File: src/rtl/tracker_pkg.sv
// Shared types and constants for the voice/envelope datapath.
// Envelope state encoding and default level/midpoint constants.
package tracker_pkg;

    typedef enum logic [2:0] {
        S_IDLE    = 3'd0,
        S_ATTACK  = 3'd1,
        S_DECAY   = 3'd2,
        S_SUSTAIN = 3'd3,
        S_RELEASE = 3'd4
    } env_state_t;

    localparam logic [15:0] ENV_MAX          = 16'hFFFF;
    localparam logic [15:0] MIDPOINT_DEFAULT = 16'h4000;

endpackage

File: src/rtl/envelope_scaler.sv
// Two-stage scaler: recentre the sample, multiply by the envelope,
// then shift back down and re-offset about the midpoint.
module envelope_scaler #(
    parameter int                      ENV_WIDTH    = 16,
    parameter int                      SAMPLE_WIDTH = 16,
    parameter logic [SAMPLE_WIDTH-1:0] MIDPOINT     = 16'h4000
) (
    input  logic                    clk,
    input  logic                    rst,
    input  logic [SAMPLE_WIDTH-1:0] sample_in,
    input  logic [ENV_WIDTH-1:0]    env_level,
    output logic [SAMPLE_WIDTH-1:0] sample_out
);

    localparam int CW = SAMPLE_WIDTH + 1;
    localparam int PW = CW + ENV_WIDTH + 1;

    logic signed [CW-1:0]        centered;
    logic signed [ENV_WIDTH:0]   gain;
    logic signed [PW-1:0]        product;
    logic signed [PW-1:0]        product_q;
    logic [SAMPLE_WIDTH-1:0]     rescaled;

    assign centered = $signed({1'b0, sample_in}) - $signed({1'b0, MIDPOINT});
    assign gain     = $signed({1'b0, env_level});
    assign product  = PW'(centered) * PW'(gain);
    // Arithmetic shift floors toward minus infinity, keeping output in range
    assign rescaled = MIDPOINT + SAMPLE_WIDTH'(product_q >>> ENV_WIDTH);

    always_ff @(posedge clk or posedge rst) begin
        if (rst) begin
            product_q  <= '0;
            sample_out <= MIDPOINT;
        end else begin
            product_q  <= product;
            sample_out <= rescaled;
        end
    end

endmodule

File: src/rtl/adsr_envelope.sv
// ADSR envelope generator: gate-driven FSM stepping a level register on
// sample ticks, feeding a two-stage sample scaler.
module adsr_envelope
    import tracker_pkg::*;
#(
    parameter int                      ENV_WIDTH    = $bits(ENV_MAX),
    parameter int                      SAMPLE_WIDTH = 16,
    parameter logic [SAMPLE_WIDTH-1:0] MIDPOINT     = MIDPOINT_DEFAULT
) (
    input  logic                    clk,
    input  logic                    rst_active_high,
    input  logic                    sample_tick,
    input  logic                    gate,
    input  logic [ENV_WIDTH-1:0]    attack_step,
    input  logic [ENV_WIDTH-1:0]    decay_step,
    input  logic [ENV_WIDTH-1:0]    sustain_level,
    input  logic [ENV_WIDTH-1:0]    release_step,
    input  logic [SAMPLE_WIDTH-1:0] sample_in,
    output logic [SAMPLE_WIDTH-1:0] sample_out,
    output logic [ENV_WIDTH-1:0]    env_level,
    output logic [2:0]              env_state,
    output logic                    active
);

    localparam logic [ENV_WIDTH-1:0] LMAX = {ENV_WIDTH{1'b1}};

    env_state_t           state;
    logic [ENV_WIDTH-1:0] level;
    logic                 gate_d;
    logic                 armed;
    logic                 rise;
    logic                 fall;
    logic                 in_note;
    logic [ENV_WIDTH:0]   att_sum;
    logic [ENV_WIDTH:0]   dec_diff;
    logic [ENV_WIDTH:0]   rel_diff;

    assign att_sum  = {1'b0, level} + {1'b0, attack_step};
    assign dec_diff = {1'b0, level} - {1'b0, decay_step};
    assign rel_diff = {1'b0, level} - {1'b0, release_step};
    assign in_note  = state inside {S_ATTACK, S_DECAY, S_SUSTAIN};

    assign env_level = level;
    assign env_state = state;

    always_ff @(posedge clk or posedge rst_active_high) begin
        if (rst_active_high) begin
            state  <= S_IDLE;
            level  <= '0;
            gate_d <= 1'b0;
            armed  <= 1'b0;
            rise   <= 1'b0;
            fall   <= 1'b0;
            active <= 1'b0;
        end else begin
            gate_d <= gate;
            // A gate held high across reset must drop before it can retrigger
            armed  <= armed | ~gate;
            rise   <= gate & ~gate_d & armed;
            fall   <= ~gate & gate_d;
            if (rise) begin
                state  <= S_ATTACK;
                active <= 1'b1;
            end else if (fall && in_note) begin
                state <= S_RELEASE;
            end else begin
                unique case (state)
                    S_IDLE: begin
                        if (sample_tick) level <= '0;
                    end
                    S_ATTACK: begin
                        if (sample_tick && attack_step != '0) begin
                            if (att_sum >= {1'b0, LMAX}) begin
                                level <= LMAX;
                                state <= S_DECAY;
                            end else begin
                                level <= att_sum[ENV_WIDTH-1:0];
                            end
                        end
                    end
                    S_DECAY: begin
                        if (sample_tick) begin
                            if (level < sustain_level) begin
                                level <= sustain_level;
                                state <= S_SUSTAIN;
                            end else if (decay_step != '0) begin
                                if (dec_diff[ENV_WIDTH] ||
                                    dec_diff[ENV_WIDTH-1:0] <= sustain_level) begin
                                    level <= sustain_level;
                                    state <= S_SUSTAIN;
                                end else begin
                                    level <= dec_diff[ENV_WIDTH-1:0];
                                end
                            end
                        end
                    end
                    S_SUSTAIN: begin
                        if (sample_tick) level <= sustain_level;
                    end
                    S_RELEASE: begin
                        if (sample_tick && release_step != '0) begin
                            if (rel_diff[ENV_WIDTH] ||
                                rel_diff[ENV_WIDTH-1:0] == '0) begin
                                level  <= '0;
                                state  <= S_IDLE;
                                active <= 1'b0;
                            end else begin
                                level <= rel_diff[ENV_WIDTH-1:0];
                            end
                        end
                    end
                    default: begin
                        state  <= S_IDLE;
                        active <= 1'b0;
                    end
                endcase
            end
        end
    end

    envelope_scaler #(
        .ENV_WIDTH    (ENV_WIDTH),
        .SAMPLE_WIDTH (SAMPLE_WIDTH),
        .MIDPOINT     (MIDPOINT)
    ) u_scaler (
        .clk        (clk),
        .rst        (rst_active_high),
        .sample_in  (sample_in),
        .env_level  (level),
        .sample_out (sample_out)
    );

endmodule

File: config.mk
export PLATFORM = sky130hd
export DESIGN_NAME = adsr_envelope
export DESIGN_NICKNAME = d
export VERILOG_FILES = /design/src/rtl/tracker_pkg.sv /design/src/rtl/envelope_scaler.sv /design/src/rtl/adsr_envelope.sv
export SDC_FILE = /design/constraint.sdc
export NUM_CORES = 1
export LEC_CHECK = 0
export BUFFER_PORTS_ARGS = -buffer_cell sky130_fd_sc_hd__buf_2
export CORE_MARGIN = 2
export CORE_UTILIZATION = 43
export DETAILED_ROUTE_END_ITERATION = 7
export MAX_ROUTING_LAYER = met4
export SKIP_CTS_REPAIR_TIMING = 1
export SYNTH_ARGS = -nofsm -noshare
export SYNTH_HDL_FRONTEND = slang
export SYNTH_SLANG_ARGS = --single-unit
File: constraint.sdc
create_clock -name clk -period 6.8 [get_ports clk]
set_input_delay 1.36 -clock clk [delete_from_list [all_inputs] [get_ports clk]]
set_output_delay 1.36 -clock clk [all_outputs]
set_load 0.1 [all_outputs]
==> flow_metrics.py, run 1 <==
metrics = {
    "synthesis": {
        "yosysUniqueCellTypes": 78,
        "syn_avg_cell_area_um2": 8.78,
        "postSynthCellCount": 1757,
        "ys_seq_area_share_pct": 9.09,
        "synth_top_cell_by_area": "fa_1",
        "synth_edf_count": 0,
        "yosys.area.top_type_share_pct": 34.1,
        "synthArstFlopShare_pct": 100,
        "synth_area_leaders": "fa_1 (34%), ha_1 (13%), inv_1 (9.5%)",
        "ys_dominant_reg_cell": "dfrtp_1",
        "synth_fp_nets": 2265,
        "ys_seq_elements": 56,
        "syn-cell-area_um2": 15400,
        "yosys_warnings": 0,
    },
    "global_route": {
        "grt.overflow.total": 0,
        "grt_max_degree": 57,
        "groute.usage.overall_pct": 24.4,
        "antenna_found_initial": 0,
        "grt_pass1_wl_um": 70000,
        "grt_pass1_vias": 13300,
    },
    "critical_path": {
        "critPathMaxFanout": 10,
        "r2r_cells": 23,
        "critical_path_class": "primary input to flip-flop",
        "cp.required_ns": 6.99,
        "critPathArrivalTime_ns": 6.74,
        "r2r_start": "env_level[4]",
        "startpoint_type": "primary input",
        "r2r-end": "u_scaler.product_q[31]",
        "r2r_slack_ns": 0.68,
        "crit_path_end_kind": "flip-flop",
    },
    "timing": {
        "setup_viol": 0,
        "finClkSkew_ns": 0.00619,
        "hold_viol_final": 0,
        "max_freq_mhz": 153,
        "drv_slew": 0,
        "holdWs_ns": 0.347,
        "min_period_ns": 6.55,
        "tightest_slew_ns": 0.954,
        "fin_crit_sh_pct": 96.3,
        "tns_ns": 0,
        "relSlewSlack_pct": 34.8,
    },
    "drt": {
        "drtIter0Drc": 651,
        "viasPerCell": 5.29,
        "drt_wl_total_um": 42900,
        "wl_per_cell_um": 17.9,
        "first_pass_iters": 7,
        "ant_nets": 0,
        "vias": 12700,
        "drc": 0,
    },
    "placed_design": {
        "dp_cells": 2375,
        "dpl_cell_area_um2": 17100,
        "hpwl_um": 35700,
        "place.gp.congestion": 0.963,
        "numPortBuffers": 119,
    },
    "hold_path": {
        "min_path_cells": 0,
        "whs_endpoint": "u_scaler.sample_out[9]",
        "min_path_type": "flip-flop to flip-flop",
        "hold_start": "u_scaler.product_q[25]",
    },
    "cells_and_area": {
        "layout.cells.most_common": "inv_1",
        "fillers": 3346,
        "drive_above_1_share_pct": 15.2,
        "finalNonFillerCells": 2396,
        "num_antenna_cells": 0,
        "final_area_um2": 17600,
        "syn_to_final_growth_pct": 14.4,
        "nNetsFinal": 2442,
        "final_cell_mix": "inv_1 (384), fa_1 (255), nand2_1 (177), ha_1 (155), buf_2 (112)",
    },
    "floorplanning": {
        "fp-row-count": 69,
        "start_util_pct": 43.5,
        "die_y_um": 193,
        "coreArea_um2": 35500,
        "die_w_um": 193,
        "ios": 120,
        "dieArea_um2": 37400,
    },
    "clocking": {
        "cts_tree": "built",
        "clk_pin_slew_ns": 0.08,
        "clk_latency_ns": 0.31,
        "clk_path_buf_depth": 2,
        "root_buffer": "clkbuf_16",
        "ctsHtreeMaxLevel": 2,
        "numCtsBuffers": 5,
        "cts.sinks": 56,
    },
    "outcome": {
        "outcome": "complete, no violations",
    },
    "job": {
        "cap_violations": 0,
    },
}
-- per-layer routing --
layer	part of all wire (%)	vias up	global-route usage, %
li1	-	5931	-
met1	44	6368	31.7
met2	48	292	40.2
met3	4.4	74	2.41
met4	3.5	0	8.00
met5	0	-	-
-- synth_stat cells (all sizes together), types with 5 or more instances --
cell,instances
or2,7
o21ai,43
a211oi,7
a221o,5
fa,263
xnor2,49
nand2b,18
a21oi,62
inv,391
o21a,19
o21bai,6
nand2,178
o311ai,6
nand3,24
o31ai,9
a31oi,13
clkbuf,49
a22oi,6
nand4,10
nor4,15
or3,7
nor3,18
mux2i,9
o211ai,10
xor2,20
ha,161
dfrtp,55
and3,10
and2,115
o22ai,5
o221ai,5
a21o,20
nor2,49
nor2b,24
a211o,5
-- worst max-delay path, stage by stage --
cell and delay, ns:
buf_2 0.10, inv_1 0.11, ha_4 0.25, buf_4 0.18, nand2b_1 0.17, fa_1 0.54
inv_1 0.05, fa_1 0.49, fa_1 0.57, fa_1 0.43, fa_1 0.49, inv_1 0.05
fa_1 0.48, inv_1 0.04, ha_1 0.30, and4_1 0.21, o211ai_1 0.09, buf_4 0.17
a31oi_4 0.11, a211oi_2 0.29, o21bai_1 0.12, xnor2_1 0.13
-- cell type report --
cell class | instances | area (um^2) | share of cell area [%]
multi-input cells | 1257 | 12600 | 71.1
clock inverters | 3 | 42.5 | 0.241
clock buffers | 5 | 125 | 0.709
repair buffers | 223 | 1480 | 8.38
inverters | 391 | 1470 | 8.32
flip-flops and latches | 56 | 1400 | 7.95
well taps | 461 | 577 | 3.27
-- logic make-up after synthesis --
family          count (synthesis)  share of synthesized area [%]
compound gates                255                           11.5
xor+xnor                       69                           3.92
fa+ha+maj                     426                           47.3
buf+inv                       444                           10.9
flops                          56                           9.09
mux                            13                          0.876
simple gates                  494                           16.5
-- worst max-delay path by stage --
| stage | startpoint | to | cells after the start |
|---|---|---|---|
| 6_report | sample_in[15] | u_scaler.product_q[31] | 22 |
| 2_1_floorplan | sample_in[14] | u_scaler.product_q[31] | 22 |
| 3_3_place_gp | sample_in[8] | u_scaler.product_q[29] | 21 |
| 3_5_place_dp | sample_in[8] | u_scaler.product_q[29] | 21 |
| 5_1_grt | sample_in[8] | u_scaler.product_q[31] | 23 |
| 4_1_cts | sample_in[8] | u_scaler.product_q[31] | 21 |
-- sequential cells by signal, summed over array words and instances, names as in the netlist --
name	count
armed	1
env_state	3
u_scaler.product_q	16
env_level	16
active	1
u_scaler.sample_out	16
gate_d	1
fall	1
rise	1
-- stage by stage --
stage,utilization [%],setup slack (ns)
5_1_grt,49.7,-0.0223
3_3_place_gp,48.3,-0.553
2_1_floorplan,-,0.000967
4_1_cts,48.7,-0.358
3_5_place_dp,48.3,-0.676
6_report,49.7,0.249
Power of run 1 is left out: the tool's default activity adds up to more than one toggle a clock period on the data nets, which glitch-free logic cannot reach.
==> run 2: changes to the inputs <==
Settings changed: SYNTH_HIERARCHICAL set to 1.
==> run 2 against run 1 <==
Effect of this change: the run now ends with DRC left; clock-buffer cell count grew 2; area after synthesis grew 1.2%; worst hold slack gained 0.0014 ns; first-iteration DRC count grew 28%; sequential share of layout area grew 0.074 points; routed wire length grew 0.96%; non-clock buffer count shrank 17.
==> flow_metrics.py, run 2 <==
metrics = {
    "outcome": {
        "outcome": "finished, violations left",
        "violations": "DRC",
    },
    "clocking": {
        "ctsHtreeMaxLevel": 2,
        "clk_pin_slew_ns": 0.07,
        "cts_tree": "built",
        "cts.sinks": 56,
        "root_buffer": "clkbuf_16",
        "clk_latency_ns": 0.31,
        "numCtsBuffers": 5,
        "clk_path_buf_depth": 2,
    },
    "drt": {
        "viasPerCell": 5.43,
        "drtIter0Drc": 832,
        "drt_wl_total_um": 43300,
        "vias": 13100,
        "wl_per_cell_um": 18.0,
        "ant_nets": 0,
        "drc": 4,
        "first_pass_iters": 8,
    },
    "timing": {
        "rsz0062_at_grt": "no",
        "max_freq_mhz": 153,
        "setup_viol": 0,
        "hold_viol_final": 0,
        "finClkSkew_ns": 0.00498,
        "fin_crit_sh_pct": 96.3,
        "drv_slew": 0,
        "tightest_slew_ns": 1.18,
        "relSlewSlack_pct": 20.2,
        "min_period_ns": 6.55,
        "setup_ws_ns": 0.254,
    },
    "synthesis": {
        "synthTopCellsByCount": "inv_1 (383), fa_1 (262), nand2_1 (208), ha_1 (161), and2_1 (111)",
        "synth_edf_count": 0,
        "ys_dominant_reg_cell": "dfrtp_1",
        "yosys.area.top_type_share_pct": 33.6,
        "synthArstFlopShare_pct": 100,
        "ys_seq_elements": 56,
        "postSynthCellCount": 1789,
        "syn-cell-area_um2": 15600,
        "ys_seq_area_share_pct": 8.98,
        "synth_area_leaders": "fa_1 (34%), ha_1 (13%), inv_1 (9.2%)",
        "synth_fp_nets": 2296,
        "yosys_warnings": 6,
        "yosysUniqueCellTypes": 87,
        "synthMostInstantiatedCell": "inv_1",
        "syn_avg_cell_area_um2": 8.73,
        "synth_top_cell_by_area": "fa_1",
    },
    "critical_path": {
        "path_buf_inv": 7,
        "cp.required_ns": 7.02,
        "critPathArrivalTime_ns": 6.77,
        "critPathMaxFanout": 8,
        "worst_path_max_delay_cell": "fa_1",
        "startpoint": "sample_in[14]",
        "cpPeakStageDelay_ns": 0.54,
        "critical-path-top-delay-family": "adder cells",
        "crit_path_end_kind": "flip-flop",
        "worstPathCellList": "buf_2 > inv_2 > ha_4 > nor2b_1 > fa_1 > inv_1 > fa_1 > inv_1 > fa_1 > fa_1 > fa_1 > inv_1 > fa_1 > inv_1 > ha_4 > buf_4 > and3_4 > a311oi_4 > a21oi_4 > or4_1 > o2111ai_1",
        "cp_common_cell": "fa_1",
        "startpoint_type": "primary input",
        "critical_path_class": "primary input to flip-flop",
        "r2r_start": "env_level[12]",
    },
    "placed_design": {
        "hpwl_um": 36600,
        "numPortBuffers": 119,
        "dp_cells": 2402,
        "dpl_worst_slack_ns": -0.195,
        "place.gp.congestion": 0.962,
    },
    "job": {
        "cap_violations": 0,
    },
    "cells_and_area": {
        "syn_to_final_growth_pct": 11.9,
        "layout.cells.most_common": "inv_1",
        "nNetsFinal": 2455,
        "final_cell_mix": "inv_1 (381), fa_1 (261), nand2_1 (207), ha_1 (158), buf_2 (119)",
        "finalNonFillerCells": 2410,
        "drive_above_1_share_pct": 13.0,
        "num_antenna_cells": 0,
        "fillers": 3422,
    },
    "global_route": {
        "antenna_found_initial": 0,
        "grt_max_degree": 25,
        "groute.usage.overall_pct": 24.7,
        "grt_pass1_vias": 13700,
        "grt_pass1_wl_um": 71800,
        "grt.overflow.total": 0,
    },
    "floorplanning": {
        "dieArea_um2": 37900,
        "start_util_pct": 43.8,
        "ios": 120,
        "die_y_um": 195,
        "die_w_um": 195,
        "fp-row-count": 69,
        "coreArea_um2": 35700,
    },
    "hold_path": {
        "min_path_type": "flip-flop to flip-flop",
        "hold_start": "u_scaler/product_q[23]",
    },
}
-- run 2: cell count changes after synthesis, sizes merged, moves of 5 or more --
cell    delta
a311oi     +6
inv        -8
a21o       +8
nand2     +30
a22oi      -5
a222oi     +6
a21boi     +9
nand2b     +5
nand3      -8
a21oi      +5
-- run 2: metal layers --
metal	track usage (%)	share of wire (%)	wire length, um	vias up
met3	1.65	4.4	1910	46
met2	40.7	48	20900	350
li1	-	-	-	6077
met1	33.2	45	19600	6605
met4	6.64	2.1	899	0
met5	-	0	0	-
-- run 2: area by class of cell --
type / instances / area, um^2 / area share, %
clock buffers: 7 / 143 / 0.816
clock inverters: 1 / 8.76 / 0.0501
inverters: 383 / 1440 / 8.22
multi-input cells: 1296 / 12700 / 72.4
flip-flops and latches: 56 / 1400 / 8.02
well taps: 461 / 577 / 3.30
repair buffers: 206 / 1250 / 7.14
-- run 2: worst paths after layout --
kind,end,slack [ns],cells past startpoint
setup / recovery,u_scaler/product_q[28],0.25,21
max in group asynchronous,armed,4.94,2
hold reg to reg,u_scaler/sample_out[7],0.35,0
min in group asynchronous,u_scaler/product_q[18],1.09,2
setup reg to reg,u_scaler/product_q[28],0.70,16
hold / removal,u_scaler/sample_out[7],0.35,0
-- run 2: through the flow --
step	hold WS [ns]	TNS, ns	utilization, %	cell area (um^2)
after floorplan	0.331	-0.00541	-	15700
after global placement	0.334	-0.146	48.5	17300
after detailed placement	0.335	-0.633	48.5	17300
after CTS	0.351	0	48.9	17400
after global routing	0.355	0	49.0	17500
final	0.348	0	49.0	17500
-- run 2: logic make-up after synthesis --
family	synth area share (%)
simple gates	16.3
xor+xnor	3.48
compound gates	13.5
fa+ha+maj	46.7
mux	0.393
buf+inv	10.6
flops	8.98
-- run 2: worst register-to-register path: cells and delay by family (launching register included) --
family,cells,cell delay [ns]
DFF,1,0.96
adders and majority gates,7,3.20
and+or+nand+nor,3,0.96
AOI/OAI and AO/OA,3,0.66
buffers and inverters,3,0.25
Power of run 2 is left out for the same reason.
